===== config.mk =====
export PLATFORM = sky130hd
export DESIGN_NAME = pll_lock_supervisor
export DESIGN_NICKNAME = d
export VERILOG_FILES = /design/src/rtl/pll_sup_pkg.sv /design/src/rtl/bit_sync.sv /design/src/rtl/pll_lock_supervisor.sv
export SDC_FILE = /design/constraint.sdc
export NUM_CORES = 1
export LEC_CHECK = 0
export CELL_PAD_IN_SITES_DETAIL_PLACEMENT = 1
export CELL_PAD_IN_SITES_GLOBAL_PLACEMENT = 1
export CORE_MARGIN = 1.5
export CORE_UTILIZATION = 47
export CTS_CLUSTER_SIZE = 12
export DETAILED_ROUTE_END_ITERATION = 10
export PLACE_DENSITY_LB_ADDON = 0.25
export SETUP_SLACK_MARGIN = 0.15
export SLEW_MARGIN = 20
export SYNTH_ARGS = -nofsm -noshare
export SYNTH_HDL_FRONTEND = slang
export SYNTH_HIERARCHICAL = 1
export SYNTH_SLANG_ARGS = --single-unit

===== constraint.sdc =====
create_clock -name clk -period 3.4 [get_ports clk]
set_input_delay 0.68 -clock clk [delete_from_list [all_inputs] [get_ports clk]]
set_output_delay 0.68 -clock clk [all_outputs]
set_load 0.005 [all_outputs]

===== src/rtl/pll_sup_pkg.sv =====
// pll_sup_pkg
// Shared definitions for the PLL lock supervisor:
//   - sup_state_e : supervisor FSM states
//   - cnt_width() : width of the shared phase counter, sized so it can hold
//                   (largest phase length - 1)
package pll_sup_pkg;

    typedef enum logic [1:0] {
        PLL_RST   = 2'd0,
        WAIT_LOCK = 2'd1,
        STABLE    = 2'd2,
        RUN       = 2'd3
    } sup_state_e;

    // Bits needed to count 0 .. max(a, b, c) - 1, never less than one bit.
    function automatic int cnt_width(input int a, input int b, input int c);
        int m;
        m = a;
        m = (b > m) ? b : m;
        m = (c > m) ? c : m;
        return (m > 1) ? $clog2(m) : 1;
    endfunction

endpackage


===== src/rtl/bit_sync.sv =====
// bit_sync
// N-flop single-bit synchroniser for a level that is asynchronous to clk.
// Ports:
//   clk  in   destination clock
//   rst  in   synchronous active-high reset, clears every stage to 0
//   d    in   asynchronous input level
//   q    out  synchronised level, N cycles behind d
module bit_sync #(
    parameter int N = 2
) (
    input  logic clk,
    input  logic rst,
    input  logic d,
    output logic q
);

    logic [N-1:0] sync_r;

    // Shift the asynchronous level through the synchroniser chain.
    always_ff @(posedge clk) begin
        if (rst) begin
            sync_r <= '0;
        end else begin
            sync_r <= {sync_r[N-2:0], d};
        end
    end

    assign q = sync_r[N-1];

endmodule


===== src/rtl/pll_lock_supervisor.sv =====
// pll_lock_supervisor
// Drives the memory-clock PLL reset, qualifies its lock as stable before
// releasing the memory-domain reset, and re-initialises the PLL on lock loss,
// lock timeout or a software request. Runs entirely in the reference domain.
// Ports:
//   clk          in   reference clock (only clock)
//   rst          in   synchronous active-high reset
//   pll_lock     in   raw PLL lock, asynchronous to clk
//   force_relock in   single-cycle request to re-initialise the PLL
//   pll_reset    out  PLL reset, active-high
//   mem_rst      out  memory-domain reset, active-high
//   locked       out  high only while running on a qualified lock
//   lock_lost    out  one-cycle pulse when lock drops while running
//   relock_cnt   out  saturating count of lock losses plus lock timeouts
module pll_lock_supervisor #(
    parameter int SYNC_STAGES    = 2,
    parameter int PLL_RST_CYCLES = 16,
    parameter int STABLE_CYCLES  = 1024,
    parameter int LOCK_TIMEOUT   = 65536,
    parameter int CNT_W          = 8
) (
    input  logic             clk,
    input  logic             rst,
    input  logic             pll_lock,
    input  logic             force_relock,
    output logic             pll_reset,
    output logic             mem_rst,
    output logic             locked,
    output logic             lock_lost,
    output logic [CNT_W-1:0] relock_cnt
);

    import pll_sup_pkg::*;

    localparam int CW = cnt_width(PLL_RST_CYCLES, STABLE_CYCLES, LOCK_TIMEOUT);

    // Terminal counts: a phase of length L ends when cnt_r holds L-1.
    localparam logic [CW-1:0]    RST_LAST     = CW'(PLL_RST_CYCLES - 1);
    localparam logic [CW-1:0]    STABLE_LAST  = CW'(STABLE_CYCLES - 1);
    localparam logic [CW-1:0]    TIMEOUT_LAST = CW'(LOCK_TIMEOUT - 1);
    localparam logic [CNT_W-1:0] RELOCK_MAX   = {CNT_W{1'b1}};

    sup_state_e       state_r;
    logic [CW-1:0]    cnt_r;
    logic             lock_s;
    logic [CNT_W-1:0] relock_inc_s;

    bit_sync #(
        .N (SYNC_STAGES)
    ) u_lock_sync (
        .clk (clk),
        .rst (rst),
        .d   (pll_lock),
        .q   (lock_s)
    );

    // Saturating next value for the relock counter.
    assign relock_inc_s = (relock_cnt == RELOCK_MAX) ? relock_cnt
                                                     : relock_cnt + CNT_W'(1);

    // Supervisor FSM; outputs are registered alongside the state so they
    // always reflect the state being entered on this edge.
    always_ff @(posedge clk) begin
        if (rst) begin
            state_r    <= PLL_RST;
            cnt_r      <= '0;
            pll_reset  <= 1'b1;
            mem_rst    <= 1'b1;
            locked     <= 1'b0;
            lock_lost  <= 1'b0;
            relock_cnt <= '0;
        end else begin
            lock_lost <= 1'b0;
            case (state_r)
                // Hold the PLL in reset for a fixed time; requests are ignored
                // so the hold can never be stretched.
                PLL_RST: begin
                    if (cnt_r == RST_LAST) begin
                        state_r   <= WAIT_LOCK;
                        cnt_r     <= '0;
                        pll_reset <= 1'b0;
                    end else begin
                        cnt_r <= cnt_r + CW'(1);
                    end
                end
                // A timeout is a counted failure even if a request coincides.
                WAIT_LOCK: begin
                    if (!lock_s && (cnt_r == TIMEOUT_LAST)) begin
                        state_r    <= PLL_RST;
                        cnt_r      <= '0;
                        pll_reset  <= 1'b1;
                        mem_rst    <= 1'b1;
                        locked     <= 1'b0;
                        relock_cnt <= relock_inc_s;
                    end else if (force_relock) begin
                        state_r   <= PLL_RST;
                        cnt_r     <= '0;
                        pll_reset <= 1'b1;
                        mem_rst   <= 1'b1;
                        locked    <= 1'b0;
                    end else if (lock_s) begin
                        state_r <= STABLE;
                        cnt_r   <= '0;
                    end else begin
                        cnt_r <= cnt_r + CW'(1);
                    end
                end
                // Any dropout restarts qualification without counting.
                STABLE: begin
                    if (force_relock) begin
                        state_r   <= PLL_RST;
                        cnt_r     <= '0;
                        pll_reset <= 1'b1;
                        mem_rst   <= 1'b1;
                        locked    <= 1'b0;
                    end else if (!lock_s) begin
                        state_r <= WAIT_LOCK;
                        cnt_r   <= '0;
                    end else if (cnt_r == STABLE_LAST) begin
                        state_r <= RUN;
                        cnt_r   <= '0;
                        mem_rst <= 1'b0;
                        locked  <= 1'b1;
                    end else begin
                        cnt_r <= cnt_r + CW'(1);
                    end
                end
                // Lock loss wins over a coincident request so it is still
                // reported and counted exactly once.
                RUN: begin
                    if (!lock_s) begin
                        state_r    <= PLL_RST;
                        cnt_r      <= '0;
                        pll_reset  <= 1'b1;
                        mem_rst    <= 1'b1;
                        locked     <= 1'b0;
                        lock_lost  <= 1'b1;
                        relock_cnt <= relock_inc_s;
                    end else if (force_relock) begin
                        state_r   <= PLL_RST;
                        cnt_r     <= '0;
                        pll_reset <= 1'b1;
                        mem_rst   <= 1'b1;
                        locked    <= 1'b0;
                    end else begin
                        cnt_r <= '0;
                    end
                end
                default: begin
                    state_r   <= PLL_RST;
                    cnt_r     <= '0;
                    pll_reset <= 1'b1;
                    mem_rst   <= 1'b1;
                    locked    <= 1'b0;
                end
            endcase
        end
    end

endmodule

### After elaboration in Yosys (flattened, before gate mapping)

Cells that the tools add are included.

| cells by class | value |
|---|---|
| bitwise logic cells | 1 |
| reduce and logical (&&, ||, !) cells | 9 |
| mux-type cells | 42 |
| $add $sub $neg | 2 |
| eq/ne operators | 15 |

Operators with widths:

| operator | number |
|---|---|
| two-way mux 16 bit | 7 |
| case mux 16 bit (4 select lines) | 1 |
| two-way mux 8 bit | 3 |
| two-way mux 2 bit | 9 |
| two-way mux 1 bit | 17 |
| adder 16 x 1 -> 16 bit (second input constant) | 1 |
| == test 16 x 10 -> 1 bit (second input constant) | 1 |
| == test 16 bit (second input constant) | 1 |
| == test 16 x 4 -> 1 bit (second input constant) | 1 |
| case mux 8 bit (2 select lines) | 1 |
| adder 8 x 1 -> 8 bit (second input constant) | 1 |
| == test 8 bit (second input constant) | 1 |
| case mux 2 bit (4 select lines) | 1 |
| inequality test 2 bit (second input constant) | 3 |
| inequality test 3 bit (second input constant) | 2 |
| case mux 1 bit (3 select lines) | 2 |
| AND reduction 3 bit | 2 |
| == test 2 bit (second input constant) | 2 |
| inequality test 4 x 3 -> 1 bit (second input constant) | 1 |
| inequality test 4 bit (second input constant) | 1 |
| case mux 1 bit (4 select lines) | 1 |
| AND reduction 4 bit | 1 |
| inequality test 3 x 2 -> 1 bit (second input constant) | 1 |
| nonzero test 3 bit | 1 |
| 7 further kinds | 7 |

| storage, ports and cells | value |
|---|---|
| logic and storage cells | 77 |
| register bits after elaboration | 32 |
| input bits | 4 |
| output and inout port bits | 12 |

### Longest topological paths before layout

Gate-level depths: netlist of the first run.

| logic depth | value |
|---|---|
| depth in word-level cells | 5 |
| mapped depth | 7 |
| mapped depth without buffers | 5 |

### Hierarchy

Netlist of the first run, hierarchy kept.

By module, submodules not included:

| module | area each (µm²) | instances | sequential area each (µm²) | cells an instance |
|---|---|---|---|---|
| pll_lock_supervisor | 1701.6 | 1 | 600.6 | 182 |
| bit_sync | 52.6 | 1 | 40.0 | 4 |

### Worst setup path before layout of the first run

OpenSTA, ideal clock, no wires.

| timing path | value |
|---|---|
| path kind | register -> register |
| start point | reg cnt_r[0] |
| end point | reg relock_cnt[6] |
| setup time | 0.123 ns |
| period minus slack after synthesis | 2.196 ns |
| slack | 1.204 ns |
| required time | 3.277 ns |
| cell stages (with the launch flop) | 7 |
| arrival time | 2.072 ns |
| path buffers | 1 |
| cells stage by stage | dfxtp_1 ha_1 nand3_2 or4_1 buf_4 a2111oi_4 mux2_1 |

| between the ends | value |
|---|---|
| longest elaborated chain between the ends | 4 |

RTL lines:

| what | RTL line | text |
|---|---|---|
| from (decl) | pll_lock_supervisor.sv:44 | `logic [CW-1:0] cnt_r;` |
| from (signal assigned) | pll_lock_supervisor.sv:83 | `cnt_r <= cnt_r + CW'(1);` |
| from (signal assigned) | pll_lock_supervisor.sv:105 | `cnt_r <= cnt_r + CW'(1);` |
| from (signal assigned) | pll_lock_supervisor.sv:125 | `cnt_r <= cnt_r + CW'(1);` |
| == test 16 bit | pll_lock_supervisor.sv:88 | `if (!lock_s && (cnt_r == TIMEOUT_LAST)) begin` |
| logical AND 1 bit | pll_lock_supervisor.sv:88 |  |
| inequality test 2 bit (no source line) | n/a |  |
| AND reduction 3 bit (no source line) | n/a |  |
| to (signal assigned) | pll_lock_supervisor.sv:94 | `relock_cnt <= relock_inc_s;` |
| to (signal assigned) | pll_lock_supervisor.sv:138 | `relock_cnt <= relock_inc_s;` |
| to (decl) | pll_lock_supervisor.sv:30 | `output logic [CNT_W-1:0] relock_cnt` |

No other way between the ends.
A chain may end at the register's enable or synchronous reset.

### Worst setup path in the final report of the first run

| timing path | value |
|---|---|
| start point | reg cnt_r[0] |
| end point | reg relock_cnt[7] |

The elaborated chain is that of the path after synthesis.

==> metrics, run 1 <==
Setup Total Neg Slack 0 ns; Worst Skew between 0.006 and 0.007 ns; number of remaining DRC errors 0; Ports 16; static leakage 0.643 nW; PD cells 359 mW/mm²; HPWL Detailed 3060 µm; routed len/inst 17.4 µm; Maximum Capacitance Violations 0; outcome complete, no violations; share of cells above drive strength 1 13.1%; Post-CTS Resized 0; Worst Setup EP relock_cnt[7]; Synth top area share around 37%; max-slew violation count 0; unrepaired setup endpoints after global routing false; Reg2Reg Setup Slack just over 0.8 ns; RePlAce Congestion 0.784; first-pass GRT wire length 7210 µm; CTS tree yes; required time of the critical path 3.57 ns; GRT Util Overall 22.8%; chip width 64.1 µm; DR iter-0 viols 72; WHS around 0.45 ns; number of global-route vias before repair 1469; Core Rows 22; Worst VDD drop 0.215 mV; post-synthesis async set-or-reset flop share 0%; min Tclk post-route 2.58 ns; Syn Std Cell Area 0.00175 mm²; Post-CTS Setup Bufs 0; Tightest Pin Transition just over 0.9 ns; Post-Synthesis Cells 186; Final #Nets 204; Area growth syn-to-layout 14.0%; final hold viol count 0; Clock Path Buffers 2; Die H 64.1 µm; cells along the critical path ha_1 -> nand3_2 -> or4_1 -> a2111oi_4 -> mux2_1; flops & latches, synth 32; Startpoint Class flop; terminus of the critical flop-to-flop path relock_cnt[7]; pin count of the biggest net entering global routing 25; sequential share of the synthesized area 36.5%; synth warn 6; Hold Crit Class flop to flop; worst skew pair latency 0.29 ns; R2R depth 5; core region area 0.00363 mm²; syn nets around 190; Post-synth top cells dfxtp_1, nor2_1, nor2b_1; DP Worst Slack 0.699 ns; post-route setup slack 0.820 ns; Sink Count 32; Routed Antenna Nets 0; Worst R2R Start cnt_r[0]; TritonRoute pass-1 iters 4; CP startpoint cnt_r[0]; kind of critical path flop to flop; clk slew on worst S/H paths 0.06 ns; # H-tree levels 2; most common flop cell mapped by yosys dfxtp_1; initial antenna violation count 0; Die ar. 0.00411 mm²; slowest CP cell or4_1; Fmax 0.388 GHz; area leader, netlist dfxtp_1; final core occ 55.0%; EDFF count, synth 0; Via density 5.85; critical-path maximum fanout 10; Critical Path AT 2.75 ns; count leader, synth dfxtp_1; Detailed Route WL 4300 µm; CTS hold repair buffers 0; Yosys cell types 50; Mean Syn Cell Area 9.43 µm²; final setup vio count 0; ant diodes 0; CTS Buf Count 5; vias post-DR 1445; delay of the slowest critical-path stage 0.85 ns; Slew HR 39.4%; Tcrit/Tclk final 75.9%; Area contributors post-synth dfxtp_1, a21oi_2, mux2_1, nor2b_1, xor2_1; Initial Util about half; CP Capture Type flop; Port Buffers 15; Root Buffer Master clkbuf_8; total grt overflow 0
critical path: cells and delay by family, from the launching register on:
| family | cells | cell delay, ns |
|---|---|---|
| compound gates | 1 | 0.45 |
| fa+ha+maj | 1 | 0.22 |
| flops | 1 | 0.37 |
| mux | 1 | 0.36 |
| simple gates | 2 | 1.07 |
layer usage:
layer  GRT usage [%]  wire length [µm]  vias to the layer above
li1                -                 -                      718
met1            27.4              1930                      703
met2            39.5              2180                       16
met3            3.87               103                        8
met4            10.4                79                        0
met5               0                 0                        -
kinds of logic after synthesis:
| family | Yosys count | share of synthesized area [%] |
|---|---|---|
| XOR/XNOR | 13 | 6.49 |
| flip-flops | 32 | 36.5 |
| multiplexers | 8 | 5.06 |
| AO/OA/AOI/OAI | 44 | 21.5 |
| adder cells (fa/ha/maj) | 2 | 1.43 |
| AND/OR/NAND/NOR | 74 | 25.0 |
| buffers and inverters | 13 | 3.99 |
state kept, by name, summed over array words and instances, names as in the netlist:
register / count
locked: 1
relock_cnt: 8
lock_lost: 1
u_lock_sync/sync_r: 2
state_r: 2
mem_rst: 1
cnt_r: 16
pll_reset: 1
worst min-delay path by stage:
| stage | from | end | slack [ns] | cells past startpoint |
|---|---|---|---|---|
| 2_1_floorplan | u_lock_sync/sync_r[0] | u_lock_sync/sync_r[1] | 0.41 | 1 |
| 3_3_place_gp | u_lock_sync/sync_r[0] | u_lock_sync/sync_r[1] | 0.42 | 1 |
| 3_5_place_dp | u_lock_sync/sync_r[0] | u_lock_sync/sync_r[1] | 0.44 | 1 |
| 4_1_cts | u_lock_sync/sync_r[0] | u_lock_sync/sync_r[1] | 0.45 | 1 |
| 5_1_grt | u_lock_sync/sync_r[0] | u_lock_sync/sync_r[1] | 0.46 | 1 |
| 6_report | u_lock_sync/sync_r[0] | u_lock_sync/sync_r[1] | 0.45 | 1 |
cell usage in the layout, fill, tap and decap left out, types with 2 or more instances in the layout:
cell type	count
a2111oi_4	2
a211oi_1	4
a21boi_1	2
a21oi_1	8
a21oi_2	10
and4_1	3
clkbuf_1	2
clkbuf_8	6
clkdlybuf4s50_1	15
dfxtp_1	32
ha_1	2
mux2_1	7
nand2_1	6
nand2b_1	2
nand3_1	9
nand3_2	2
nand3b_1	2
nand4_1	7
nor2_1	14
nor2b_1	12
nor3_1	3
nor4_1	5
o21a_1	2
o21ai_0	2
o31ai_1	2
or4_1	2
or4_4	2
xnor2_1	6
xor2_1	7
final cells by class:
cell class / count / area, µm²
fill: 425 / 1630
multi-input combinational: 141 / 1040
sequential: 32 / 641
timing repair buffer: 16 / 158
clock buffer: 8 / 90.1
tap: 48 / 60.1
inverter: 2 / 7.51
per-stage QoR:
stage | instances | instance area [µm²] | power, mW
after floorplan | 186 | 1750 | 0.414
after global placement | 239 | 1910 | 0.420
after detailed placement | 239 | 1910 | 0.423
after CTS | 247 | 2000 | 0.722
after global routing | 247 | 2000 | 0.741
final | 247 | 2000 | 0.717
power by group:
| part | switching [mW] | total (mW) | internal, mW | leakage [nW] |
|---|---|---|---|---|
| logic | 0.0182 | 0.0312 | 0.0130 | 0.339 |
| registers | 0.00387 | 0.383 | 0.379 | 0.259 |
| clock network | 0.138 | 0.303 | 0.165 | 0.0455 |
| total | 0.160 | 0.717 | 0.557 | 0.643 |
Power figures use the tool's default switching activity.
==> inputs of run 2 (changes only) <==
CORE_UTILIZATION = 39   (was 47)
clock period = 2.3 ns   (was 3.4 ns; I/O delays follow)
==> metrics, run 2 (synthesis results as in run 1) <==
total grt overflow 0 (unchanged); initial antenna violation count 0 (unchanged); Slew HR 44.8% (+5.4 points); Tightest Pin Transition 0.807 ns (-0.0996 ns); Post-Layout Cell Count 268 (+8.5%); R2R depth 5 (unchanged); CTS hold repair buffers 0 (unchanged); Initial Util 40.3% (-8.0 points); Tcrit/Tclk final 90.9% (+15 points); WHS Endpoint u_lock_sync/sync_r[1]; CTS tree yes; Final #Nets 221 (+8.3%); Startpoint Class flop; Die ar. 0.00491 mm² (+20%); commonest non-fill, non-tap cell in the layout dfxtp_1; Critical Path AT 2.26 ns (-0.49 ns); Worst Skew 0.00214 ns (-0.00419 ns); Worst VDD drop 0.284 mV (+32%); Area growth syn-to-layout 25.0%; pin count of the biggest net entering global routing 25 (unchanged); Root Buffer Master clkbuf_8; DR iter-0 viols 27 (-63%); number of global-route vias before repair 1530 (+4.2%); area post-placement 0.00203 mm² (+6.3%); P_sw 0.232 mW (+45%); grt met3 use 4.47% (+0.60 points); min Tclk post-route 2.09 ns (-0.489 ns); Die H 70.1 µm (+9.3%); P_int 0.833 mW (+50%); TritonRoute pass-1 iters 4 (unchanged); Setup Total Neg Slack 0 ns (unchanged); met2 Use GR 30.1% (-9.4 points); delay of the slowest critical-path stage 0.56 ns (-0.29 ns); Via density 5.71 (-2.4%); Maximum Capacitance Violations 0 (unchanged); dpl cells 257 (+7.5%); # H-tree levels 2 (unchanged); CTS Buf Count 5 (unchanged); CP Capture Type flop; chip width 70.1 µm (+9.3%); beginning of the worst hold path u_lock_sync/sync_r[0]; slowest CP cell or4_4; most frequent cells in the layout dfxtp_1, buf_4, clkdlybuf4s50_1; first-pass GRT wire length 7150 µm (-0.86%); PD cells 486 mW/mm² (+36%); max FFs per register 16 (unchanged); Core Rows 24 (+9.1%); Sw Ratio 21.8% (-0.52 points); vias post-DR 1531 (+6.0%); Ports 16 (unchanged); Detailed Route WL 4180 µm (-2.8%); Combinational Power Share 5.5% (+1.2 points); Seq pwr share 53.4% (about the same); final hold viol count 0 (unchanged); hold path depth 1 (unchanged); met1 Resource Use GR 22.7% (-4.8 points); Clk pwr share 41.1% (-1.1 points); Fillers 506 (+19%); number of remaining DRC errors 0 (unchanged); outcome complete, no violations; Top reg by flops cnt_r; clk slew on worst S/H paths 0.06 ns (about the same); Clock Path Buffers 2 (unchanged); unrepaired setup endpoints after global routing true; Routed Antenna Nets 0 (unchanged); RePlAce Congestion 0.889 (+13%); Hold Crit Class flop to flop; GRT Util Overall 18.0% (-4.8 points); Worst R2R Start cnt_r[8]; Reg2Reg Setup Slack 0.21 ns (-0.61 ns); WHS 0.443 ns (-0.00687 ns); worst skew pair latency 0.28 ns (about the same); Fmax 0.478 GHz (+23%); top flop regs cnt_r x16, relock_cnt x8; core region area 0.00435 mm² (+20%); kind of critical path flop to flop; post-route cell area 0.00219 mm² (+9.6%); routed len/inst 15.6 µm (-10%); terminus of the critical flop-to-flop path relock_cnt[6]; ant diodes 0 (unchanged); Port Buffers 15 (unchanged); final setup vio count 0 (unchanged); HPWL Detailed 3060 µm (-0.17%); critical-path maximum fanout 8 (-2); static leakage 0.738 nW (+15%); Sink Count 32 (unchanged); required time of the critical path 2.47 ns (-1.10 ns); cells along the critical path nand4_1 -> or4_4 -> buf_8 -> a2111oi_4 -> mux2_1; grt peak-use layer met2; share of cells above drive strength 1 24.1% (+11 points); max-slew violation count 0 (unchanged)
==> run 2: worst max-delay path by stage <==
stage | start | endpoint | slack (ns)
floorplan | cnt_r[0] | relock_cnt[6] | 0.16
global placement | cnt_r[12] | cnt_r[15] | -0.08
detailed placement | cnt_r[12] | cnt_r[15] | -0.15
CTS | cnt_r[1] | relock_cnt[6] | 0.16
global route | cnt_r[6] | relock_cnt[7] | 0.13
finish | cnt_r[8] | relock_cnt[6] | 0.21
==> run 2: area by class of cell <==
| class | count | area [µm²] | share of cell area [%] |
|---|---|---|---|
| clock buffers | 8 | 90.1 | 4.11 |
| inverters | 2 | 7.51 | 0.342 |
| multi-input cells | 141 | 1070 | 49.0 |
| flip-flops and latches | 32 | 651 | 29.7 |
| well taps | 52 | 65.1 | 2.97 |
| repair buffers | 33 | 305 | 13.9 |
==> run 2: critical path: cells and delay by family (launching register included) <==
kind,cells,cell delay (ns)
compound gates,1,0.34
buf+inv,1,0.16
flops,1,0.45
mux,1,0.34
simple gates,2,0.68
==> run 2: what timing repair did <==
action / CTS / global route
setup buffers: 2 / 1
gates resized for setup: 5 / 7
setup endpoints to repair: 22 / 7
pin swaps: 1 / 1
==> run 2: layer usage <==
layer  part of all wire, %  vias to the layer above
met5                     0                        -
met4                   1.7                        0
met3                   3.0                        7
met2                    49                       21
met1                    46                      756
li1                      -                      747
==> run 2: metrics by stage <==
stage	total power, mW	util, %	setup WS (ns)
3_5_place_dp	0.630	46.6	-0.146
3_3_place_gp	0.627	46.6	-0.0783
5_1_grt	1.12	50.3	0.125
4_1_cts	1.08	49.7	0.158
2_1_floorplan	0.613	-	0.156
6_report	1.07	50.3	0.209
==> run 2: power groups by stage <==
stage / Clock [mW] / Combinational, mW / Sequential, mW
floorplan: 0 / 0.0348 / 0.578
global placement: 0 / 0.0473 / 0.579
detailed placement: 0 / 0.0499 / 0.580
CTS: 0.455 / 0.0555 / 0.569
global route: 0.484 / 0.0647 / 0.569
finish: 0.438 / 0.0582 / 0.569
==> inputs of run 3 (changes only) <==
CAP_MARGIN = 25   (was default)
==> results of run 3 <==
The final DEF is identical to that of run 2; final timing and power are the same.
